--- config.mk ---
export PLATFORM = sky130hd
export DESIGN_NAME = fp_mult_sequencer
export DESIGN_NICKNAME = d
export VERILOG_FILES = /design/src/rtl/fp_mult_sequencer.sv
export SDC_FILE = /design/constraint.sdc
export NUM_CORES = 1
export LEC_CHECK = 0
export BUFFER_PORTS_ARGS = -buffer_cell sky130_fd_sc_hd__clkbuf_2
export CORE_UTILIZATION = 40
export CTS_CLUSTER_SIZE = 12
export DETAILED_ROUTE_END_ITERATION = 6
export PLACE_DENSITY_LB_ADDON = 0.3
export SYNTH_ARGS = -nofsm -noshare
export SYNTH_HDL_FRONTEND = slang
export SYNTH_SLANG_ARGS = --single-unit
--- constraint.sdc ---
create_clock -name clk_in -period 20.4 [get_ports clk_in]
set_input_delay 4.08 -clock clk_in [delete_from_list [all_inputs] [get_ports clk_in]]
set_output_delay 4.08 -clock clk_in [all_outputs]
set_load 0.02 [all_outputs]
--- src/rtl/fp_mult_sequencer.sv ---
// Multi-cycle IEEE-754-style multiplier: shift-add significand loop, normalize, round, pack.
// Define FP_MULT_SPECIALS_EN to classify zero/inf/NaN operands and bypass the datapath.
module fp_mult_sequencer #(
  parameter int unsigned EXPONENT_WIDTH = 8,
  parameter int unsigned MANTISSA_WIDTH = 23,
  parameter int unsigned BIAS           = 127
) (
  input  logic                                 clk_in,
  input  logic                                 reset_in,
  input  logic                                 start_in,
  input  logic [EXPONENT_WIDTH+MANTISSA_WIDTH:0] a_in,
  input  logic [EXPONENT_WIDTH+MANTISSA_WIDTH:0] b_in,
  output logic                                 ready_out,
  output logic                                 busy_out,
  output logic                                 done_out,
  output logic [EXPONENT_WIDTH+MANTISSA_WIDTH:0] result_out,
  output logic                                 overflow_out,
  output logic                                 underflow_out
);

  localparam int unsigned E  = EXPONENT_WIDTH;
  localparam int unsigned M  = MANTISSA_WIDTH;
  localparam int unsigned W  = 1 + E + M;
  localparam int unsigned XW = E + 2;
  localparam int unsigned PW = 2 * M + 2;
  localparam int unsigned CW = $clog2(M + 1);
  localparam int unsigned RW = M + 2;

  typedef enum logic [2:0] {
    IDLE  = 3'd0,
    LOAD  = 3'd1,
    MULT  = 3'd2,
    NORM  = 3'd3,
    ROUND = 3'd4,
    DONE  = 3'd5
  } state_t;

  state_t          state_q, state_d;
  logic [W-1:0]    op_a, op_b;
  logic            sign_q;
  logic [XW-1:0]   exp_q;
  logic [PW-1:0]   acc_q;
  logic [CW-1:0]   cnt_q;
  logic [M:0]      field_q;

  logic [M:0]      ma_c, mb_c;
  logic [RW-1:0]   rnd_c;
  logic [M-1:0]    frac_c;
  logic [XW-1:0]   exp_fin_c;
  logic            ovf_c, unf_c;
  logic [W-1:0]    result_c;
  logic            special_c;

  assign ma_c = {1'b1, op_a[M-1:0]};
  assign mb_c = {1'b1, op_b[M-1:0]};

  // Round the normalized field, then saturate or flush on exponent range (two's complement exp).
  always_comb begin
    rnd_c = {1'b0, field_q};
    if (field_q[2:0] >= 3'd5) rnd_c = rnd_c + RW'(1);
    frac_c    = rnd_c[M+1] ? '0 : rnd_c[M:1];
    exp_fin_c = exp_q + XW'(rnd_c[M+1]);
    ovf_c     = !exp_fin_c[XW-1] && (exp_fin_c >= XW'((1 << E) - 1));
    unf_c     = exp_fin_c[XW-1] || (exp_fin_c == '0);
    result_c  = {sign_q, exp_fin_c[E-1:0], frac_c};
    if (ovf_c)      result_c = {sign_q, {E{1'b1}}, {M{1'b0}}};
    else if (unf_c) result_c = {sign_q, {E{1'b0}}, {M{1'b0}}};
  end

`ifdef FP_MULT_SPECIALS_EN
  logic         a_zero_c, a_inf_c, a_nan_c, b_zero_c, b_inf_c, b_nan_c;
  logic [W-1:0] spec_result_c;

  // Operand classification and the bypass result for non-finite / zero inputs.
  always_comb begin
    a_zero_c = (op_a[W-2:M] == '0);
    b_zero_c = (op_b[W-2:M] == '0);
    a_inf_c  = (op_a[W-2:M] == '1) && (op_a[M-1:0] == '0);
    b_inf_c  = (op_b[W-2:M] == '1) && (op_b[M-1:0] == '0);
    a_nan_c  = (op_a[W-2:M] == '1) && (op_a[M-1:0] != '0);
    b_nan_c  = (op_b[W-2:M] == '1) && (op_b[M-1:0] != '0);
    special_c = a_zero_c || b_zero_c || a_inf_c || b_inf_c || a_nan_c || b_nan_c;
    spec_result_c = {op_a[W-1] ^ op_b[W-1], {E{1'b0}}, {M{1'b0}}};
    if (a_nan_c || b_nan_c || (a_inf_c && b_zero_c) || (b_inf_c && a_zero_c))
      spec_result_c = {1'b0, {E{1'b1}}, M'(1) << (M - 1)};
    else if (a_inf_c || b_inf_c)
      spec_result_c = {op_a[W-1] ^ op_b[W-1], {E{1'b1}}, {M{1'b0}}};
  end
`else
  assign special_c = 1'b0;
`endif

  always_ff @(posedge clk_in or posedge reset_in) begin
    if (reset_in) state_q <= IDLE;
    else          state_q <= state_d;
  end

  always_comb begin
    state_d = state_q;
    case (state_q)
      IDLE:    if (start_in) state_d = LOAD;
      LOAD:    state_d = special_c ? DONE : MULT;
      MULT:    if (cnt_q == CW'(M)) state_d = NORM;
      NORM:    state_d = ROUND;
      ROUND:   state_d = DONE;
      DONE:    state_d = IDLE;
      default: state_d = IDLE;
    endcase
  end

  // Datapath and registered outputs.
  always_ff @(posedge clk_in or posedge reset_in) begin
    if (reset_in) begin
      op_a          <= '0;
      op_b          <= '0;
      sign_q        <= 1'b0;
      exp_q         <= '0;
      acc_q         <= '0;
      cnt_q         <= '0;
      field_q       <= '0;
      result_out    <= '0;
      overflow_out  <= 1'b0;
      underflow_out <= 1'b0;
      done_out      <= 1'b0;
      busy_out      <= 1'b0;
      ready_out     <= 1'b1;
    end else begin
      ready_out <= (state_d == IDLE);
      busy_out  <= (state_d != IDLE);
      done_out  <= (state_d == DONE);
      case (state_q)
        IDLE: begin
          if (start_in) begin
            op_a          <= a_in;
            op_b          <= b_in;
            overflow_out  <= 1'b0;
            underflow_out <= 1'b0;
          end
        end
        LOAD: begin
          sign_q <= op_a[W-1] ^ op_b[W-1];
          exp_q  <= XW'(op_a[W-2:M]) + XW'(op_b[W-2:M]) - XW'(BIAS);
          acc_q  <= '0;
          cnt_q  <= '0;
`ifdef FP_MULT_SPECIALS_EN
          if (special_c) result_out <= spec_result_c;
`endif
        end
        MULT: begin
          if (ma_c[cnt_q]) acc_q <= acc_q + (PW'(mb_c) << cnt_q);
          cnt_q <= cnt_q + CW'(1);
        end
        NORM: begin
          if (acc_q[PW-1]) begin
            field_q <= acc_q[PW-2:M];
            exp_q   <= exp_q + XW'(1);
          end else begin
            field_q <= acc_q[PW-3:M-1];
          end
        end
        ROUND: begin
          result_out    <= result_c;
          overflow_out  <= ovf_c;
          underflow_out <= unf_c;
        end
        default: ;
      endcase
    end
  end

endmodule

Yosys cells after proc, flatten, opt, wreduce, memory -nomap -nowiden
Cells that the tools add are included.
{"block": "word_totals", "ff_bits": 192, "in_bits": 67, "output_inout_bits": 37}
{"block": "classes", "add_sub_neg": 7, "order_cmp": 3, "eq_ne": 9, "shift": 1, "muxes": 18, "bitwise": 1, "n_reduce_logical": 14}
{"operator": "one-hot mux 48 bit (2 select lines)", "n": 1}
{"operator": "two-way mux 31 bit", "n": 2}
{"operator": "adder 48 bit", "n": 1}
{"operator": "two-way mux 48 bit", "n": 1}
{"operator": "left shift 24 x 5 -> 48 bit", "n": 1}
{"operator": "adder 24 x 1 -> 25 bit, second input constant", "n": 1}
{"operator": "two-way mux 25 bit", "n": 1}
{"operator": "two-way mux 24 bit", "n": 1}
{"operator": "two-way mux 23 bit", "n": 1}
{"operator": "one-hot mux 10 bit (2 select lines)", "n": 1}
{"operator": "one-hot mux 3 bit (5 select lines)", "n": 1}
{"operator": "adder 10 x 1 -> 10 bit", "n": 1}
{"operator": "adder 10 x 1 -> 10 bit, second input constant", "n": 1}
{"operator": "greater-or-equal comparator 10 x 8 -> 1 bit, second input constant", "n": 1}
{"operator": "logical NOT 10 bit", "n": 1}
{"operator": "two-way mux 10 bit", "n": 1}
{"operator": "one-hot mux 5 bit (2 select lines)", "n": 1}
{"operator": "subtractor 9 x 7 -> 10 bit, second input constant", "n": 1}
{"operator": "adder 8 x 8 -> 9 bit", "n": 1}
{"operator": "AND reduction 2 bit", "n": 4}
{"operator": "equality test 3 x 2 -> 1 bit, second input constant", "n": 2}
{"operator": "equality test 3 bit, second input constant", "n": 2}
{"operator": "logical NOT 3 bit", "n": 2}
{"operator": "less-than comparator 5 x 6 -> 1 bit, second input constant", "n": 1}
{"operator": "15 further kinds", "n": 22}

Depth between registers and ports, before layout
{"block": "logic_depth", "depth_word": 7, "mapped_depth": 22, "mapped_depth_nobuf": 19}

Worst setup path before layout
OpenSTA, ideal clock, no wires.
{"block": "synth_timing", "kind": "input -> register", "startpoint": "in start_in", "endpoint": "reg op_b[10]", "setup_time_ns": 0.125, "t_arrival_ns": 5.392, "required_time_ns": 20.275, "slack_ns": 14.883, "path_stages": 5, "path_buffers": 2, "cell_sequence": "nand2_1 nor2_1 clkbuf_1 buf_1 mux2_2"}
{"block": "synth_via", "elab_chain_len": 1}
{"element": "start: declaration", "line_no": "10", "source": "input logic start_in,"}
{"element": "AND reduction 2 bit (no source line)"}
{"element": "end signal: assignment", "line_no": "135", "source": "op_b <= b_in;"}
{"element": "end: declaration", "line_no": "39", "source": "logic [W-1:0] op_a, op_b;"}
Every way passes these cells.
A chain may end at the register's enable or synchronous reset.

Final worst setup path
{"block": "layout_timing", "startpoint": "reg ready_out", "endpoint": "out ready_out"}
{"element": "start: declaration", "line_no": "13", "source": "output logic ready_out,"}
{"element": "start signal: assignment", "line_no": "128", "source": "ready_out <= (state_d == IDLE);"}
No word-level cell between the ends.

==> results by group <==
Timing
  – Rel. slew slack: 25.8%
  – Worst Clk Skew: 0.0160 ns
  – Hold_ws: 0.476 ns
  – Fin. Hold Viols: 0
  – F_max: slightly below 200 MHz
  – Final setup violation count: 0
  – Final slew viol count: 0
  – Final period utilization: 25.5%
  – Final period demand of the worst path: around 5.2 ns
  – Worst-Margin Slew: 1.11 ns
  – RSZ-0062 raised after global routing: no
  – TNS Setup: 0 ns

CTS
  – Resized Gates After CTS: 0
  – TritonCTS clock tree: done
  – Max clock buf depth: 2
  – H-tree depth: 4
  – Post-CTS Hold Buffers: 0
  – Root buffer cell: clkbuf_16
  – Clock Sinks: 192
  – Post CTS Setup Buffer Count: 0
  – CTS Buf Count: 17
  – Clk Latency, worst-skew pair: 0.44 ns
  – CTS clock-pin slew for the worst setup and hold paths: 0.07 ns

Setup path
  – Setup crit end: ready_out
  – Slowest-stage cell, CP: dfstp_2
  – Setup crit end kind: output pin
  – CP top delay family: flip-flops
  – Critical path arrival: 1.12 ns
  – FF-to-FF path depth: 17
  – Startpoint Class: flop
  – Worst r2r src: cnt_q[1]
  – CP Cell Sequence: clkbuf_2
  – Worst setup startpoint: ready_out
  – Max stage delay on crit path: 0.52 ns
  – R2R Setup Slk: 15.58 ns
  – Crit. path cell count: 1
  – Reg2reg end: acc_q[45]
  – Worst-path maximum fanout: 1
  – Worst path required time: 16.32 ns
  – CP Class: flop to output pin
  – Worst Path Buf+Inv: 1

Die
  – Die area: 32000 um^2
  – Die Wd: between 150 and 200 um
  – Starting Density: 40.8%
  – # IOs: ~100
  – Die H: 179 um
  – Core area: 30700 um^2
  – Row count: 64

Pwr
  – Tot Pwr: 2520 uW
  – Pleak: between 0.006 and 0.007 uW
  – P per Cell Area: 181 nW/um^2
  – Peak supply drop: 0.0943 mV

Yosys
  – FFs w/ async S/R, synth: 100%
  – Post-synth EDFFs: 0
  – Synth Register Bits: approximately 190
  – Yosys warning total: 0
  – Synthesized instance count: roughly 1300
  – Post-synthesis sequential area ratio: about 38%
  – Predominant post-synthesis flop cell: dfrtp_1
  – Library cells used by synthesis: 73
  – Syn_nets: 1465
  – Syn avg cell area: about 9.4 um^2
  – Mapped cell area: 12500 um^2

Layout
  – Fin nets: 1526
  – Layout area overhead: 11.6%
  – Fillers: just under 3000
  – Area of the multi-input gates: 7250 um^2
  – Layout cell share with drive strength beyond 1: 18.1%
  – N_diodes: 0
  – FF/Latch Area: 4810 um^2
  – Post-route insts no fill: roughly 1800

Placed design
  – Gpl congestion: 0.905
  – DP Cell Count: 1765
  – Hpwl dp: roughly 22000 um
  – Port-buffer cells: 103

Global route
  – Global-route wire length before repair: 49000 um
  – Initial antenna violation count: 0
  – GRT Resource Usage Total: 19.2%
  – Largest net degree at the start of global routing: 143
  – Vias in the first global route: 9337
  – Total global routing overflow: 0

Drt
  – Drt first-iter violations: 747
  – Drt pass-1 iters: 5
  – Final WL: 29400 um
  – Detail Route Antenna Nets: 0
  – Routed len/inst: around 16 um
  – Avg Vias per Cell: 5.58
  – Via count: 10000
  – DRC: 0

Worst hold path
  – Worst Hold Class: flop to flop

Flow run
  – Max cap viols: 0

Run status
  – Outcome: finished clean
-- cell type report --
| type | count | share of cell area, % |
|---|---|---|
| well taps | 396 | 3.55 |
| clock buffers | 17 | 3.05 |
| repair buffers | 115 | 4.34 |
| inverters | 45 | 1.27 |
| multi-input cells | 1017 | 52.0 |
| flip-flops and latches | 192 | 34.5 |
| clock inverters | 15 | 1.35 |
-- layout by cell type, fill, tap and decap left out, types with 6 or more instances in the layout --
| cell type | netlist | final |
|---|---|---|
| a21o_1 | 33 | 33 |
| a21oi_1 | 70 | 70 |
| a221o_1 | 7 | 7 |
| a22o_1 | 9 | 9 |
| a31oi_1 | 9 | 9 |
| a32o_1 | 6 | 6 |
| and2_1 | 7 | 8 |
| and3_1 | 15 | 15 |
| and4_1 | 6 | 6 |
| buf_4 | 0 | 12 |
| clkbuf_16 | 0 | 17 |
| clkbuf_2 | 1 | 103 |
| dfrtp_1 | 191 | 191 |
| ha_1 | 69 | 69 |
| inv_1 | 43 | 42 |
| mux2_2 | 72 | 72 |
| mux2i_1 | 45 | 45 |
| mux4_2 | 19 | 19 |
| nand2_1 | 167 | 167 |
| nand2b_1 | 8 | 8 |
| nand3_1 | 36 | 36 |
| nand4_1 | 29 | 29 |
| nor2_1 | 73 | 72 |
| nor3_1 | 12 | 12 |
| o21a_1 | 6 | 6 |
| o21ai_0 | 133 | 133 |
| o21bai_1 | 16 | 16 |
| o22ai_1 | 19 | 19 |
| xnor2_1 | 34 | 34 |
| xor2_1 | 34 | 34 |
-- Yosys cell counts, drive strengths merged, types with 7 or more instances --
library cell	count	area (um^2)
o22ai	19	119
nor3	13	70.1
nand4	29	181
and3	15	93.8
a21o	33	248
a22o	9	78.8
a221o	7	70.1
ha	69	863
o21ai	137	689
a31oi	9	56.3
nand2	167	627
xor2	34	298
and4	7	63.8
nor2	73	274
mux2	72	811
mux4	19	428
clkbuf	57	215
dfrtp	191	4780
nand2b	8	50.1
mux2i	45	450
a21oi	71	359
o21bai	16	120
xnor2	34	298
and2	9	58.8
inv	44	165
nand3	36	180
buf	16	70.1
-- how the worst min path moves through the flow --
stage	startpoint	endpoint	cells after the start
after floorplan	sign_q	sign_q	2
after global placement	sign_q	sign_q	2
after detailed placement	result_out[13]	result_out[13]	2
after CTS	result_out[19]	result_out[19]	2
after global routing	sign_q	sign_q	2
final	result_out[19]	result_out[19]	2
-- flip-flops by register name, summed over array words and instances (netlist names), 3 cells and up --
register,flops
exp_q,10
state_q,3
cnt_q,5
acc_q,48
field_q,24
op_a,32
result_out,32
op_b,32
-- per-stage QoR --
step	utilization [%]	instance area, um^2	worst slack, ns
after floorplan	-	12500	11.09
after global placement	43.5	13300	14.75
after detailed placement	43.5	13300	14.74
after CTS	45.5	13900	15.18
after global routing	45.5	13900	15.02
final	45.5	13900	15.20
-- layer usage --
layer	share of wire [%]	GRT usage, %	vias to the layer above
met1	51	28.3	4791
met3	3.9	2.57	24
met4	1.1	4.98	0
met2	44	29.2	226
li1	-	-	4981
met5	0	0	-
-- where the power goes --
group	switching (uW)	internal (uW)
Combinational	866	637
Clock	174	178
Sequential	133	535
-- logic make-up (layout without fill, tap and decap cells) --
logic type / Yosys count / in the layout / share of synthesized area, %
XOR/XNOR: 68 / 68 / 4.76
adder cells (fa/ha/maj): 71 / 71 / 7.23
AO/OA/AOI/OAI: 367 / 367 / 18.6
AND/OR/NAND/NOR: 375 / 375 / 13.8
multiplexers: 136 / 136 / 13.5
flip-flops: 192 / 192 / 38.4
buffers and inverters: 118 / 192 / 3.63
Power figures use the tool's default switching activity.
